[src/rtl/prog_mem_pkg.sv]
// Shared types and constants for the program memory.
package prog_mem_pkg;

  // LOAD accepts words from the loader, RUN serves instruction fetches
  typedef enum logic {
    LOAD = 1'b0,
    RUN  = 1'b1
  } state_t;

  // ARM "MOV R0,R0", the word handed back for any fetch that cannot be served
  localparam logic [31:0] ARM_NOP = 32'hE1A00000;

endpackage

[src/rtl/prog_mem_loader.sv]
// Load sequencer: tracks the LOAD/RUN mode, the write pointer and the
// number of valid words stored so far.
module prog_mem_loader
  import prog_mem_pkg::*;
#(
  parameter  int DEPTH = 64,
  localparam int AW    = $clog2(DEPTH),
  localparam int CW    = $clog2(DEPTH + 1)
) (
  input  logic          clk,
  input  logic          reset,
  input  logic          ld_valid,
  input  logic          ld_last,
  output logic          ld_ready,
  output logic          run,
  output logic          wr_en,
  output logic [AW-1:0] waddr,
  output logic [CW-1:0] count
);

  state_t        state, state_next;
  logic [CW-1:0] wptr, wptr_next;
  logic [CW-1:0] count_q, count_next;

  // State, pointer and count registers; reset discards any partial load
  always_ff @(posedge clk) begin
    if (reset) begin
      state   <= LOAD;
      wptr    <= '0;
      count_q <= '0;
    end else begin
      state   <= state_next;
      wptr    <= wptr_next;
      count_q <= count_next;
    end
  end

  // Accept one word per handshake and leave LOAD on the last or the DEPTH-th word
  always_comb begin
    state_next = state;
    wptr_next  = wptr;
    count_next = count_q;
    ld_ready   = 1'b0;
    run        = 1'b0;
    wr_en      = 1'b0;
    case (state)
      LOAD: begin
        ld_ready = 1'b1;
        if (ld_valid) begin
          // a handshake coinciding with reset must not reach the array
          wr_en      = !reset;
          wptr_next  = wptr + CW'(1);
          count_next = wptr + CW'(1);
          if (ld_last || (wptr == CW'(DEPTH - 1))) begin
            state_next = RUN;
          end
        end
      end
      RUN: begin
        run = 1'b1;
      end
      default: begin
        state_next = LOAD;
      end
    endcase
  end

  assign waddr = wptr[AW-1:0];
  assign count = count_q;

endmodule

[src/rtl/prog_mem.sv]
// Program memory: loaded word by word, then serves fetches by byte address.
// Optional macro PROG_MEM_REG_RD_EN registers rd/addr_err (one cycle latency);
// without it the fetch path is purely combinational.
module prog_mem
  import prog_mem_pkg::*;
#(
  parameter int                DATA_W   = 32,
  parameter int                DEPTH    = 64,
  parameter logic [DATA_W-1:0] NOP_WORD = DATA_W'(ARM_NOP)
) (
  input  logic              clk,
  input  logic              reset,
  input  logic              ld_valid,
  output logic              ld_ready,
  input  logic [DATA_W-1:0] ld_data,
  input  logic              ld_last,
  input  logic [31:0]       a,
  output logic [DATA_W-1:0] rd,
  output logic              run,
  output logic              addr_err
);

  localparam int AW = $clog2(DEPTH);
  localparam int CW = $clog2(DEPTH + 1);

  logic              wr_en;
  logic [AW-1:0]     waddr;
  logic [CW-1:0]     count;
  logic [DATA_W-1:0] mem [DEPTH];
  logic [29:0]       idx;
  logic              idx_ok;
  logic [DATA_W-1:0] rd_comb;
  logic              err_comb;

  prog_mem_loader #(
    .DEPTH (DEPTH)
  ) u_loader (
    .clk      (clk),
    .reset    (reset),
    .ld_valid (ld_valid),
    .ld_last  (ld_last),
    .ld_ready (ld_ready),
    .run      (run),
    .wr_en    (wr_en),
    .waddr    (waddr),
    .count    (count)
  );

  // Instruction storage; never cleared, stale words are hidden by the count check
  always_ff @(posedge clk) begin
    if (wr_en) begin
      mem[waddr] <= ld_data;
    end
  end

  assign idx    = a[31:2];
  assign idx_ok = (idx < 30'(DEPTH)) && (idx < 30'(count));

  // Fetch decode: NOP while loading, NOP plus error when out of the loaded range
  always_comb begin
    rd_comb  = NOP_WORD;
    err_comb = 1'b0;
    if (run) begin
      if (idx_ok) begin
        rd_comb  = mem[idx[AW-1:0]];
        err_comb = (a[1:0] != 2'b00);
      end else begin
        err_comb = 1'b1;
      end
    end
  end

`ifdef PROG_MEM_REG_RD_EN
  // Registered fetch result, valid the cycle after the address is presented
  always_ff @(posedge clk) begin
    if (reset) begin
      rd       <= NOP_WORD;
      addr_err <= 1'b0;
    end else begin
      rd       <= rd_comb;
      addr_err <= err_comb;
    end
  end
`else
  assign rd       = rd_comb;
  assign addr_err = err_comb;
`endif

endmodule

[config.mk]
export PLATFORM = sky130hd
export DESIGN_NAME = prog_mem
export DESIGN_NICKNAME = d
export VERILOG_FILES = /design/src/rtl/prog_mem_pkg.sv /design/src/rtl/prog_mem_loader.sv /design/src/rtl/prog_mem.sv
export SDC_FILE = /design/constraint.sdc
export NUM_CORES = 2
export LEC_CHECK = 0
export ABC_AREA = 1
export BUFFER_PORTS_ARGS = -buffer_cell sky130_fd_sc_hd__buf_2
export CAP_MARGIN = 40
export CORE_MARGIN = 1
export CORE_UTILIZATION = 53
export DETAILED_ROUTE_END_ITERATION = 7
export HOLD_SLACK_MARGIN = 0.12
export PLACE_DENSITY_LB_ADDON = 0.12
export RECOVER_POWER = 50
export SYNTH_ARGS = -nofsm -noshare
export SYNTH_HDL_FRONTEND = slang
export SYNTH_HIERARCHICAL = 1
export SYNTH_SLANG_ARGS = --single-unit
[constraint.sdc]
create_clock -name clk -period 6.8 [get_ports clk]
set_clock_uncertainty 0.1 [all_clocks]
set_input_delay 1.02 -clock clk [delete_from_list [all_inputs] [get_ports clk]]
set_output_delay 1.02 -clock clk [all_outputs]
set_load 0.01 [all_outputs]
Word level (Yosys, flattened, before mapping). Memories as Yosys holds them, arrays and structs flattened. Index checks and enable logic that the tools add are counted.

Register bits: 8. Bits in latches: 0. RAM bits: 2048. ROM bits: 0. Input bits: 68. Output and inout bits: 35. Word-level logic and storage cells: 26. Memories: 1.

Add/sub/neg operators: 1. Multipliers: 0. Div/mod/pow operators: 0. $lt $le $gt $ge: 2. Eq/ne operators: 1. Shifts and indexed selects: 0. Mux-type cells: 13. Bitwise operators: 1. Reductions and logical operators: 5.

Memories: mem (depth 64, width 32, rd ports 1, clocked after Yosys merged registers in 0, write ports 1, line prog_mem.sv:29) `logic [DATA_W-1:0] mem [DEPTH];`.

Operators with widths (number): 32-bit 2-to-1 mux (2); 30-bit by 7-bit < comparator with 1-bit output (1); 30-bit by 7-bit < comparator with 1-bit output, second input constant (1); 1-bit 2-to-1 mux (11); 7-bit by 1-bit adder with 7-bit output, second input constant (1); 7-bit by 6-bit equality test with 1-bit output, second input constant (1); 2-bit AND reduction (1); 2-bit nonzero test (1); 1-bit logical AND (1); 1-bit logical NOT (1); 1-bit logical OR (1); 1-bit NOT (1).

Longest topological paths before layout.
Depth in word-level cells: 5. Gate-level depth with buffers: 13.

Modules after synthesis. Netlist, hierarchy kept.

Modules (own cells, without submodules): prog_mem (times used 1, cells an instance 6739, area an instance 82277.7 um^2, sequential area each 61499.0 um^2); prog_mem_loader (times used 1, cells an instance 64, area an instance 445.4 um^2, sequential area each 160.2 um^2).

Worst setup path after synthesis. No wires, ideal clock.

Path kind: input -> register. Start: input port ld_valid. End: memory mem[48][0], enable pin. Library setup time: 0.502 ns. Arrival time: 4.955 ns. Data required time: 6.198 ns. Path slack: 1.242 ns. Stages: 7. Cell sequence: inv_2 -> nor2_4 -> inv_1 -> nor2_1 -> clkbuf_1 -> nand4_1 -> nor4_1.

Word-level cells in the longest chain between the ends: 4.

Ends and longest elaborated chain: from (decl) (line prog_mem.sv:13) `input logic ld_valid,`; 1-bit 2-to-1 mux (line prog_mem_loader.sv:49) `if (ld_valid) begin`; 1-bit 2-to-1 mux (line prog_mem_loader.sv:46) `case (state)`; via wr_en (line prog_mem.sv:26) `logic wr_en;`; 1-bit 2-to-1 mux (line prog_mem.sv:51) `if (wr_en) begin`; 1-bit 2-to-1 mux (not written as such) (line prog_mem.sv:52) `mem[waddr] <= ld_data;`; to (decl) (line prog_mem.sv:29).

The timed path passes the listed nets, and every way through them passes these cells.

Worst setup path after layout.
Start: input port a[3]. End: output port rd[20].

Word-level cells in the longest chain between the ends: 4.

Ends and longest elaborated chain: from (decl) (line prog_mem.sv:17) `input logic [31:0] a,`; 30-bit by 7-bit < comparator with 1-bit output (line prog_mem.sv:57) `assign idx_ok = (idx < 30'(DEPTH)) && (idx < 30'(count));`; 1-bit logical AND (line prog_mem.sv:57); 32-bit 2-to-1 mux * (line prog_mem.sv:64) `if (idx_ok) begin`; 32-bit 2-to-1 mux * (line prog_mem.sv:63) `if (run) begin`; to (decl) (line prog_mem.sv:18) `output logic [DATA_W-1:0] rd,`.

Every way passes the cells marked *; elsewhere a longest branch is shown, timed or not.

==> metrics.md <==
| Metric | Value |
|---|---|
| Area growth from synthesis to layout | 10.93% |
| Vias in the first global route | slightly above 50000 |
| Mapped Cells | approximately 7000 |
| Cts bufs inserted | 204 |
| Setup TNS | 0 ns |
| Net Count, Synth | 6878 |
| DRT Pass-1 Iters | 8 |
| Hold Vio Cnt, Final | 0 |
| CTS resizes | 0 |
| F_max | 194.0 MHz |
| Worst VDD drop | 261.3 uV |
| Die Y-Extent | 397.1 um |
| Synth Area in Simple Gates | 22.38% |
| Critical path arrival | 4.03 ns |
| DR vias | 53882 |
| Power share of the sequential group | between 50% and 60% |
| Cts hold-fix bufs | 0 |
| First-pass GRT wire length | 341100 um |
| CP Data Required Time | 5.68 ns |
| Starting Density | 53.51% |
| Switching part of the total | between 20% and 30% |
| Register bit total from synthesis | 2056 |
| Logic pwr share | 5.7% |
| CTS tree | done |
| Complex-gate fraction of the synthesized area | less than 1% |
| HPWL Detailed | 119100 um |
| Crit end category | primary output |
| Worst-path maximum fanout | 71 |
| Synth cell types | 29 |
| Crit share post-route | 75.80% |
| Largest net degree at the start of global routing | 180 |
| Internal power | 20180 uW |
| Clock Latency Late Sink | 0.80 ns |
| Largest family of logic cells by synthesized area | simple AND/OR/NAND/NOR gates |
| Final setup viols | 0 |
| Row count | 144 |
| Worst hold margin | about 0.35 ns |
| Die area | approximately 0.16 sq mm |
| Vias per cell | 5.962 |
| Total global-route track usage | 29.44% |
| Period minus WS final | 5.155 ns |
| Post-synthesis xor/xnor area fraction | 0% |
| Unrepaired setup endpoints after global routing | false |
| Clock sink count | around 2100 |
| Sw Pwr | ~5800 uW |
| GPL Wtd Cong | 0.7914 |
| Mapped Area | 0.08272 sq mm |
| DRC errors left | 10 |
| Adder-Cell Fraction of Synth Area | 0.1059% |
| Final wirelength | 232300 um |
| Rel. slew slack | -133.5% |
| PwrDens | 282.7 mW/mm^2 |
| Clock power frac | 40.4% |
| Mean Syn Cell Area | 12.16 sq um |
| Failing checks | design-rule violations, max-capacitance violations, max-slew violations |
| Max-slew violations | between 1500 and 2000 |
| CTS H-Tree Depth | 4 |
| Core box area | 0.1546 sq mm |
| Worst slew pin tran | 3.502 ns |
| Hold crit path type | in -> reg |
| Sequential share of the synthesized area | 74.54% |
| Input/output buffers | 102 |
| Startpoint types | input port |
| Nets | 6900 |
| Setup bufs post-CTS | 0 |
| Routed Antenna Nets | 0 |
| Clock Tree Buf Depth | 3 |
| DR WL/cell | 25.70 um |
| YS warnings | 6 |
| Worst setup path category | in -> out |
| I/O pins | 103 |
| GRT overflow | 0 |
| Lkg Pwr | 0.03187 uW |
| Run status | finished, violations left |
| Clock Tree Root | clkbuf_16 |
| Layout cell share with drive strength beyond 1 | 7.995% |
| Initial antenna violation count | 11 |
| Max cap viols | 33 |
| CTS clk-pin slew, worst paths | 0.06 ns |
| Initial DRC Count | approximately 6500 |
| Fraction of synthesized area in multiplexers | 0% |
| Die width | 397.1 um |
| Final core occ | between 50 and 60% |
metrics by stage:
| stage | setup slack, ns | power (uW) | cell area (sq um) | std cells |
|---|---|---|---|---|
| 6_report | 1.645 | 25940 | 91760 | 9037 |
| 5_1_grt | 1.566 | 26640 | 91760 | 9036 |
| 4_1_cts | 1.691 | 26040 | 92090 | 9036 |
| 3_5_place_dp | 1.718 | 15720 | 85980 | 8663 |
| 3_3_place_gp | 1.672 | 15680 | 85420 | 8635 |
| 2_1_floorplan | 1.242 | 15070 | 82720 | 6803 |
cell usage after synthesis (all sizes together):
cell type / count / area (sq um)
buf: 386 / 2024
nor4b: 1 / 8.760
a21boi: 1 / 7.510
clkbuf: 71 / 266.5
edfxtp: 2048 / 61500
nor3: 3 / 15.01
nor2: 103 / 399.1
o211ai: 1 / 7.510
nand4: 10 / 62.56
nor4: 11 / 68.82
nand2: 2125 / 7976
dfxtp: 8 / 160.2
a21oi: 4 / 20.02
nand3b: 2 / 15.01
o21bai: 1 / 7.510
o21ai: 3 / 15.01
inv: 29 / 111.4
or2: 1 / 6.260
nand3: 1988 / 9965
ha: 7 / 87.58
metal layers:
metal	vias up	global-route usage (%)	share of wire [%]
li1	24369	-	-
met1	26602	42.28	41
met2	2503	46.37	47
met3	402	4.120	8.4
met4	6	10.23	3.3
met5	-	0	0.018
cells in the final DEF (no fill, tap or decap), drive strengths merged, types with 3 or more instances in the layout:
cell,n
nand2,2125
a21oi,4
buf,229
nor3,3
nor2,103
edfxtp,2048
inv,34
dfxtp,8
bufinv,6
o21ai,3
nor4,11
clkinv,94
nand3,1988
nand4,10
ha,7
clkbuf,311
cell families after synthesis:
logic type                 Yosys count
AOI/OAI and AO/OA                   10
adders and majority gates            7
buffers and inverters              486
DFF                               2056
and+or+nand+nor                   4244
area by class of cell:
cell class | instances | area [sq um]
inverter | 29 | 146.4
clock buffer | 267 | 5469
fill | 12239 | 62820
timing repair buffer | 273 | 2190
antenna | 1 | 2.502
sequential | 2056 | 61660
tap | 2044 | 2557
multi-input combinational | 4261 | 19090
clock inverter | 106 | 645.6
registers in the layout (all words and copies together) (netlist names):
signal and count:
mem 2048, u_loader/count 7, u_loader/state 1
power groups by stage:
stage                     Sequential [uW]  Combinational, uW  Clock (uW)
after floorplan                     14200                837           0
after global placement              14200               1450           0
after detailed placement            14200               1490           0
after CTS                           14000               1490       10600
after global routing                14000               1590       11100
final                               14000               1470       10500
worst max-delay path: stages:
cell and delay (ns):
buf_8 0.25, inv_8 0.53, buf_12 0.33, buf_12 0.31
buf_4 0.39, nand3_1 0.12, nand3_1 0.10, nand3_1 0.14
nand3_1 0.13, nand3_1 0.09, nand2_1 0.16, nor2_1 0.06
buf_2 0.15
path summary, 6_finish.rpt:
path	to	start	slack (ns)	cells past startpoint
worst min register to register	u_loader/count[6]$_SDFFE_PP0P_	u_loader/count[6]$_SDFFE_PP0P_	0.47	3
worst max-delay path	rd[20]	a[3]	1.65	13
worst max register to register	mem[58][4]$_DFFE_PP_	u_loader/state$_SDFF_PP0_	2.53	7
worst min-delay path	u_loader/count[6]$_SDFFE_PP0P_	reset	0.35	2
(Power assumes the default switching activity.)
